File: src/rtl/adder_pkg.sv
// rtl/adder_pkg.sv - shared state encoding and configuration check for the chunked serial adder
package adder_pkg;

  typedef enum logic [1:0] {IDLE, RUN, DONE} add_state_t;

  function automatic bit cfg_ok(int width, int chunk);
    return (chunk >= 1) && (width >= 2) && ((width % chunk) == 0);
  endfunction

endpackage

File: src/rtl/chunk_adder.sv
// rtl/chunk_adder.sv - combinational ripple add of two CHUNK-bit slices with carry in
module chunk_adder #(
  parameter int CHUNK = 2
) (
  input  logic [CHUNK-1:0] i_a,
  input  logic [CHUNK-1:0] i_b,
  input  logic             i_cin,
  output logic [CHUNK-1:0] o_sum,
  output logic             o_cout,
  output logic             o_c_msb
);

  logic w_c;

  // o_c_msb ends up as the carry into the slice's top bit, needed for signed overflow
  always_comb begin
    o_sum   = '0;
    w_c     = i_cin;
    o_c_msb = i_cin;
    for (int i = 0; i < CHUNK; i++) begin
      o_c_msb  = w_c;
      o_sum[i] = i_a[i] ^ i_b[i] ^ w_c;
      w_c      = (i_a[i] & i_b[i]) | (w_c & (i_a[i] ^ i_b[i]));
    end
    o_cout = w_c;
  end

endmodule

File: src/rtl/chunked_serial_adder.sv
// rtl/chunked_serial_adder.sv - multi-cycle CHUNK-per-clock adder; subtract mode under SUBTRACT_EN
module chunked_serial_adder
  import adder_pkg::*;
#(
  parameter int WIDTH = 8,
  parameter int CHUNK = 2
) (
  input  logic             clk,
  input  logic             rst,
  input  logic             in_valid,
  output logic             in_ready,
  input  logic [WIDTH-1:0] a,
  input  logic [WIDTH-1:0] b,
  input  logic             cin,
`ifdef SUBTRACT_EN
  input  logic             sub,
`endif
  output logic             out_valid,
  input  logic             out_ready,
  output logic [WIDTH-1:0] sum,
  output logic             cout,
  output logic             ovf
);

  localparam bit CFG_OK = cfg_ok(WIDTH, CHUNK);
  localparam int NCHUNK = WIDTH / CHUNK;
  localparam int IDXW   = (NCHUNK > 1) ? $clog2(NCHUNK) : 1;
  localparam logic [IDXW-1:0] LAST_IDX = IDXW'(NCHUNK - 1);

  if (!CFG_OK) begin : g_cfg_err
    $error("chunked_serial_adder: WIDTH must be >= 2 and a multiple of CHUNK >= 1");
  end

  add_state_t       r_state;
  add_state_t       w_next;
  logic [WIDTH-1:0] r_a;
  logic [WIDTH-1:0] r_b;
  logic             r_carry;
  logic [IDXW-1:0]  r_idx;
  logic [WIDTH-1:0] r_sum;
  logic             r_cout;
  logic             r_ovf;

  logic [WIDTH-1:0] w_b_in;
  logic             w_c_in;
  logic [CHUNK-1:0] w_a_chunk;
  logic [CHUNK-1:0] w_b_chunk;
  logic [CHUNK-1:0] w_chunk_sum;
  logic             w_chunk_cout;
  logic             w_chunk_c_msb;
  logic             w_last;

`ifdef SUBTRACT_EN
  assign w_b_in = sub ? ~b : b;
  assign w_c_in = sub | cin;
`else
  assign w_b_in = b;
  assign w_c_in = cin;
`endif

  assign w_a_chunk = r_a[int'(r_idx)*CHUNK +: CHUNK];
  assign w_b_chunk = r_b[int'(r_idx)*CHUNK +: CHUNK];
  assign w_last    = (r_idx == LAST_IDX);

  chunk_adder #(.CHUNK(CHUNK)) u_chunk (
    .i_a     (w_a_chunk),
    .i_b     (w_b_chunk),
    .i_cin   (r_carry),
    .o_sum   (w_chunk_sum),
    .o_cout  (w_chunk_cout),
    .o_c_msb (w_chunk_c_msb)
  );

  always_ff @(posedge clk) begin
    if (rst) r_state <= IDLE;
    else     r_state <= w_next;
  end

  always_comb begin
    w_next = r_state;
    case (r_state)
      IDLE:    if (in_valid) w_next = RUN;
      RUN:     if (w_last)   w_next = DONE;
      DONE:    if (out_ready) w_next = IDLE;
      default: w_next = IDLE;
    endcase
  end

  always_comb begin
    in_ready  = (r_state == IDLE);
    out_valid = (r_state == DONE);
  end

  // On the final chunk the slice carries are the word's MSB carries
  always_ff @(posedge clk) begin
    if (rst) begin
      r_a     <= '0;
      r_b     <= '0;
      r_carry <= 1'b0;
      r_idx   <= '0;
      r_sum   <= '0;
      r_cout  <= 1'b0;
      r_ovf   <= 1'b0;
    end else begin
      case (r_state)
        IDLE: begin
          if (in_valid) begin
            r_a     <= a;
            r_b     <= w_b_in;
            r_carry <= w_c_in;
            r_idx   <= '0;
          end
        end
        RUN: begin
          r_sum[int'(r_idx)*CHUNK +: CHUNK] <= w_chunk_sum;
          r_carry <= w_chunk_cout;
          if (w_last) begin
            r_cout <= w_chunk_cout;
            r_ovf  <= w_chunk_c_msb ^ w_chunk_cout;
            r_idx  <= '0;
          end else begin
            r_idx <= r_idx + 1'b1;
          end
        end
        default: ;
      endcase
    end
  end

  assign sum  = r_sum;
  assign cout = r_cout;
  assign ovf  = r_ovf;

endmodule

File: config.mk
export PLATFORM = sky130hd
export DESIGN_NAME = chunked_serial_adder
export DESIGN_NICKNAME = d
export VERILOG_FILES = /design/src/rtl/adder_pkg.sv /design/src/rtl/chunk_adder.sv /design/src/rtl/chunked_serial_adder.sv
export SDC_FILE = /design/constraint.sdc
export NUM_CORES = 1
export LEC_CHECK = 0
export BUFFER_PORTS_ARGS = -buffer_cell sky130_fd_sc_hd__buf_2
export CORE_MARGIN = 3
export CORE_UTILIZATION = 45
export CTS_CLUSTER_SIZE = 20
export DETAILED_ROUTE_END_ITERATION = 8
export GPL_TIMING_DRIVEN = 0
export PLACE_DENSITY = 0.68
export SLEW_MARGIN = 20
export SYNTH_ARGS = -nofsm -noshare
export SYNTH_HDL_FRONTEND = slang
export SYNTH_HIERARCHICAL = 1
export SYNTH_SLANG_ARGS = --single-unit
export TNS_END_PERCENT = 100
File: constraint.sdc
create_clock -name clk -period 4.52 [get_ports clk]
set_input_delay 0.452 -clock clk [delete_from_list [all_inputs] [get_ports clk]]
set_output_delay 0.452 -clock clk [all_outputs]
set_load 0.03 [all_outputs]
==> impl_metrics.csv <==
group,metric,value,unit
worst_setup_path,crit_family,"adder cells",
clock_tree,postCtsSetupBuffers,0,
synthesis,synth_fp_nets,192,
synthesis,synth_edf_count,0,
global_route,grt_usage,17.4,%
synthesis,synth_xor_area_share,0.578,%
synthesis,synthAdderAreaFrac,6.77,%
floorplanning,start_util,48.4,%
global_route,grt_max_degree,11,
clock_tree,tritoncts,"done",
timing,min_period_over_period,66.0,%
timing,fin_crit,2980,ps
synthesis,ys_warn_count,6,
synthesis,yosysSeqAreaShare,41.0,%
timing,hold_viol,0,
global_route,antenna_found_initial,0,
placed_design,dp_worst_setup_slack,1560,ps
global_route,grt_first_pass_wirelength,5530,um
timing,tightestPinTransition,398,ps
detailed_routing,wl_per_cell,12.8,um
synthesis,synth-simple-area-share,24.8,%
detailed_routing,dr.pass1.iters,4,
clock_tree,cts_buffers,5,
final_layout,area_growth,17.9,%
synthesis,synthMuxAreaShare,5.95,%
worst_setup_path,crit_path_frequent_cell,"fa_1",
synthesis,synth_top_family_by_area,"simple AND/OR/NAND/NOR gates",
placed_design,hpwl,2400,um
final_layout,drive_gt1_share,26.6,%
timing,setup_viol,0,
timing,grt_setup_unrepaired,"false",
clock_tree,holdBufCountCts,0,
floorplanning,row_count,20,
timing,timing.slew.headroom,73.1,%
final_layout,final_area,0.00179,mm2
floorplanning,dieArea,0.00410,mm2
timing,setup_ws,1540,ps
worst_setup_path,max_stage_delay,590,ps
placed_design,place_area,0.00173,mm2
final_layout,num_antenna_cells,0,
synthesis,synth_ff_type,"dfxtp_1",
status,outcome,"finished clean",
detailed_routing,drc,0,
synthesis,async_reset_ff_share,0,%
worst_setup_path,cp-end-kind,"flip-flop",
min_path,hold_class,"input port to flip-flop",
clock_tree,cts_root_buffer,"clkbuf_4",
worst_setup_path,crit_fanout,6,
flow_run,max-cap-violations,0,
floorplanning,coreArea,0.00313,mm2
clock_tree,cts_resized,0,
timing,fmax,335,MHz
clock_tree,h-tree-depth,2,
synthesis,ys_types,33,
worst_setup_path,crit_chain,"clkbuf_1, mux4_2, fa_1, fa_1, nand4bb_1, or3_1, a21oi_1",
synthesis,synth_compound_area_share,12.6,%
worst_setup_path,start_kind,"flip-flop",
synthesis,yosys_register_bits,31,
final_layout,multi_input_area,768,um2
detailed_routing,totalWireLength,3150,um
timing,slew_violations,0,
worst_setup_path,cpMaxStageDelayCell,"mux4_2",
final_layout,regArea,621,um2
power_and_ir_drop,powerDensity,312,mW/mm2
worst_setup_path,worstPathArrival,3260,ps
floorplanning,dieHeight,64.0,um
clock_tree,clk_pin_slew,100,ps
final_layout,nNetsFinal,231,
synthesis,syn-cell-area,0.00152,mm2
clock_tree,clock_latency,340,ps
detailed_routing,drtIter0Drc,31,
detailed_routing,vias,1230,
power_and_ir_drop,p_leak,0.766,nW
clock_tree,cts_buffer_depth,2,
worst_setup_path,crit_required,4790,ps
synthesis,avgSynthCellArea,9.24,um2
worst_setup_path,path_buf_inv,1,
detailed_routing,viasPerCell,4.98,
worst_setup_path,path_class,"flip-flop to flip-flop",
placed_design,place.gp.congestion,0.832,
power_and_ir_drop,ir_drop,0.204,mV
global_route,overflow,0,
floorplanning,ios,33,
final_layout,fill_cells,299,
global_route,grt_pass1_vias,1262,
timing,whs,339,ps
clock_tree,clock_sinks,31,
timing,final.setup_skew,14.3,ps
synthesis,syn_inst,164,
floorplanning,die_w,64.0,um
placed_design,portBuffers,32,
timing,fin_setup_tns,0,ps
power_and_ir_drop,total_power,0.558,mW
detailed_routing,antenna_left,0,
worst min-delay path, delay by kind of cell:
family	cells	cell delay, ps
buffers and inverters	1	90
AOI/OAI and AO/OA	1	50
and+or+nand+nor	1	40
power breakdown:
group | internal (mW) | total (mW) | switching (mW) | leakage [nW]
sequential | 0.286 | 0.293 | 0.00693 | 0.253
clock | 0.0719 | 0.165 | 0.0935 | 0.0341
combinational | 0.0458 | 0.100 | 0.0544 | 0.479
cell usage after synthesis, types with 2 or more instances:
cell type | n | area, um2
buf_6 | 4 | 45.0
clkbuf_8 | 2 | 27.5
nand3_1 | 2 | 10.0
a32o_1 | 2 | 20.0
nand2b_1 | 2 | 12.5
clkbuf_1 | 2 | 7.51
or3_1 | 2 | 12.5
dfxtp_1 | 31 | 621
nor2b_1 | 3 | 18.8
o21ai_0 | 2 | 10.0
nor2_1 | 7 | 26.3
nand4_1 | 4 | 25.0
ha_1 | 5 | 62.6
nand2_1 | 40 | 150
a21oi_1 | 28 | 140
inv_1 | 4 | 15.0
nand3b_1 | 3 | 22.5
fa_1 | 2 | 40.0
nand4bb_1 | 2 | 22.5
mux4_2 | 4 | 90.1
state kept, by name, summed over array words and instances (netlist names):
| name | cells |
|---|---|
| sum | 8 |
| r_idx | 2 |
| ovf | 1 |
| r_b | 8 |
| cout | 1 |
| r_state | 2 |
| r_a | 8 |
| r_carry | 1 |
logic make-up (layout without fill, tap and decap cells):
kind of cell / count (synthesis) / in the layout
and+or+nand+nor: 72 / 72
AOI/OAI and AO/OA: 34 / 34
DFF: 31 / 31
buffers and inverters: 15 / 54
adders and majority gates: 7 / 7
muxes: 4 / 4
xor gates and xnor gates: 1 / 1
layer usage:
| metal | share of wire [%] | track usage (%) | vias to the layer above |
|---|---|---|---|
| li1 | - | - | 638 |
| met1 | 44 | 19.5 | 564 |
| met2 | 50 | 30.1 | 23 |
| met3 | 5.0 | 6.50 | 5 |
| met4 | 1.4 | 5.93 | 0 |
| met5 | 0 | 0 | - |
stage by stage:
| step | instances | utilization (%) |
|---|---|---|
| 6_report | 247 | 57.1 |
| 5_1_grt | 247 | 57.1 |
| 4_1_cts | 247 | 57.1 |
| 3_5_place_dp | 240 | 55.3 |
| 3_3_place_gp | 240 | 55.3 |
| 2_1_floorplan | 164 | - |
layout make-up:
type / count / area share, %
Tap cell: 44 / 3.08
Clock buffer: 6 / 2.87
Clock inverter: 1 / 0.280
Multi-Input combinational cell: 118 / 43.0
Buffer: 11 / 6.23
Inverter: 4 / 0.840
Timing Repair Buffer: 32 / 8.96
Sequential cell: 31 / 34.7
cell usage in the layout (no fill, tap or decap), drive strengths merged:
master	instances
ha	5
inv	4
nor2	7
buf	38
and2	1
nand3	2
fa	2
clkbuf	10
or3b	1
nand3b	4
nand2b	2
a32o	2
o221a	1
dlygate4sd1	1
nor3b	2
clkinv	1
o311a	1
xor2	1
nor3	1
dfxtp	31
a21oi	28
nor2b	3
nor4b	1
mux4	4
nand4	4
or3	2
nand4bb	2
o21ai	2
nand2	40
worst paths after layout:
path	cells past startpoint	slack (ps)	end	from
max reg2reg	7	1540	sum[7]	r_idx[1]
min	3	340	r_a[3]	a[3]
min reg2reg	2	450	sum[5]	sum[5]
max	7	1540	sum[7]	r_idx[1]
Power figures use the tool's default switching activity.
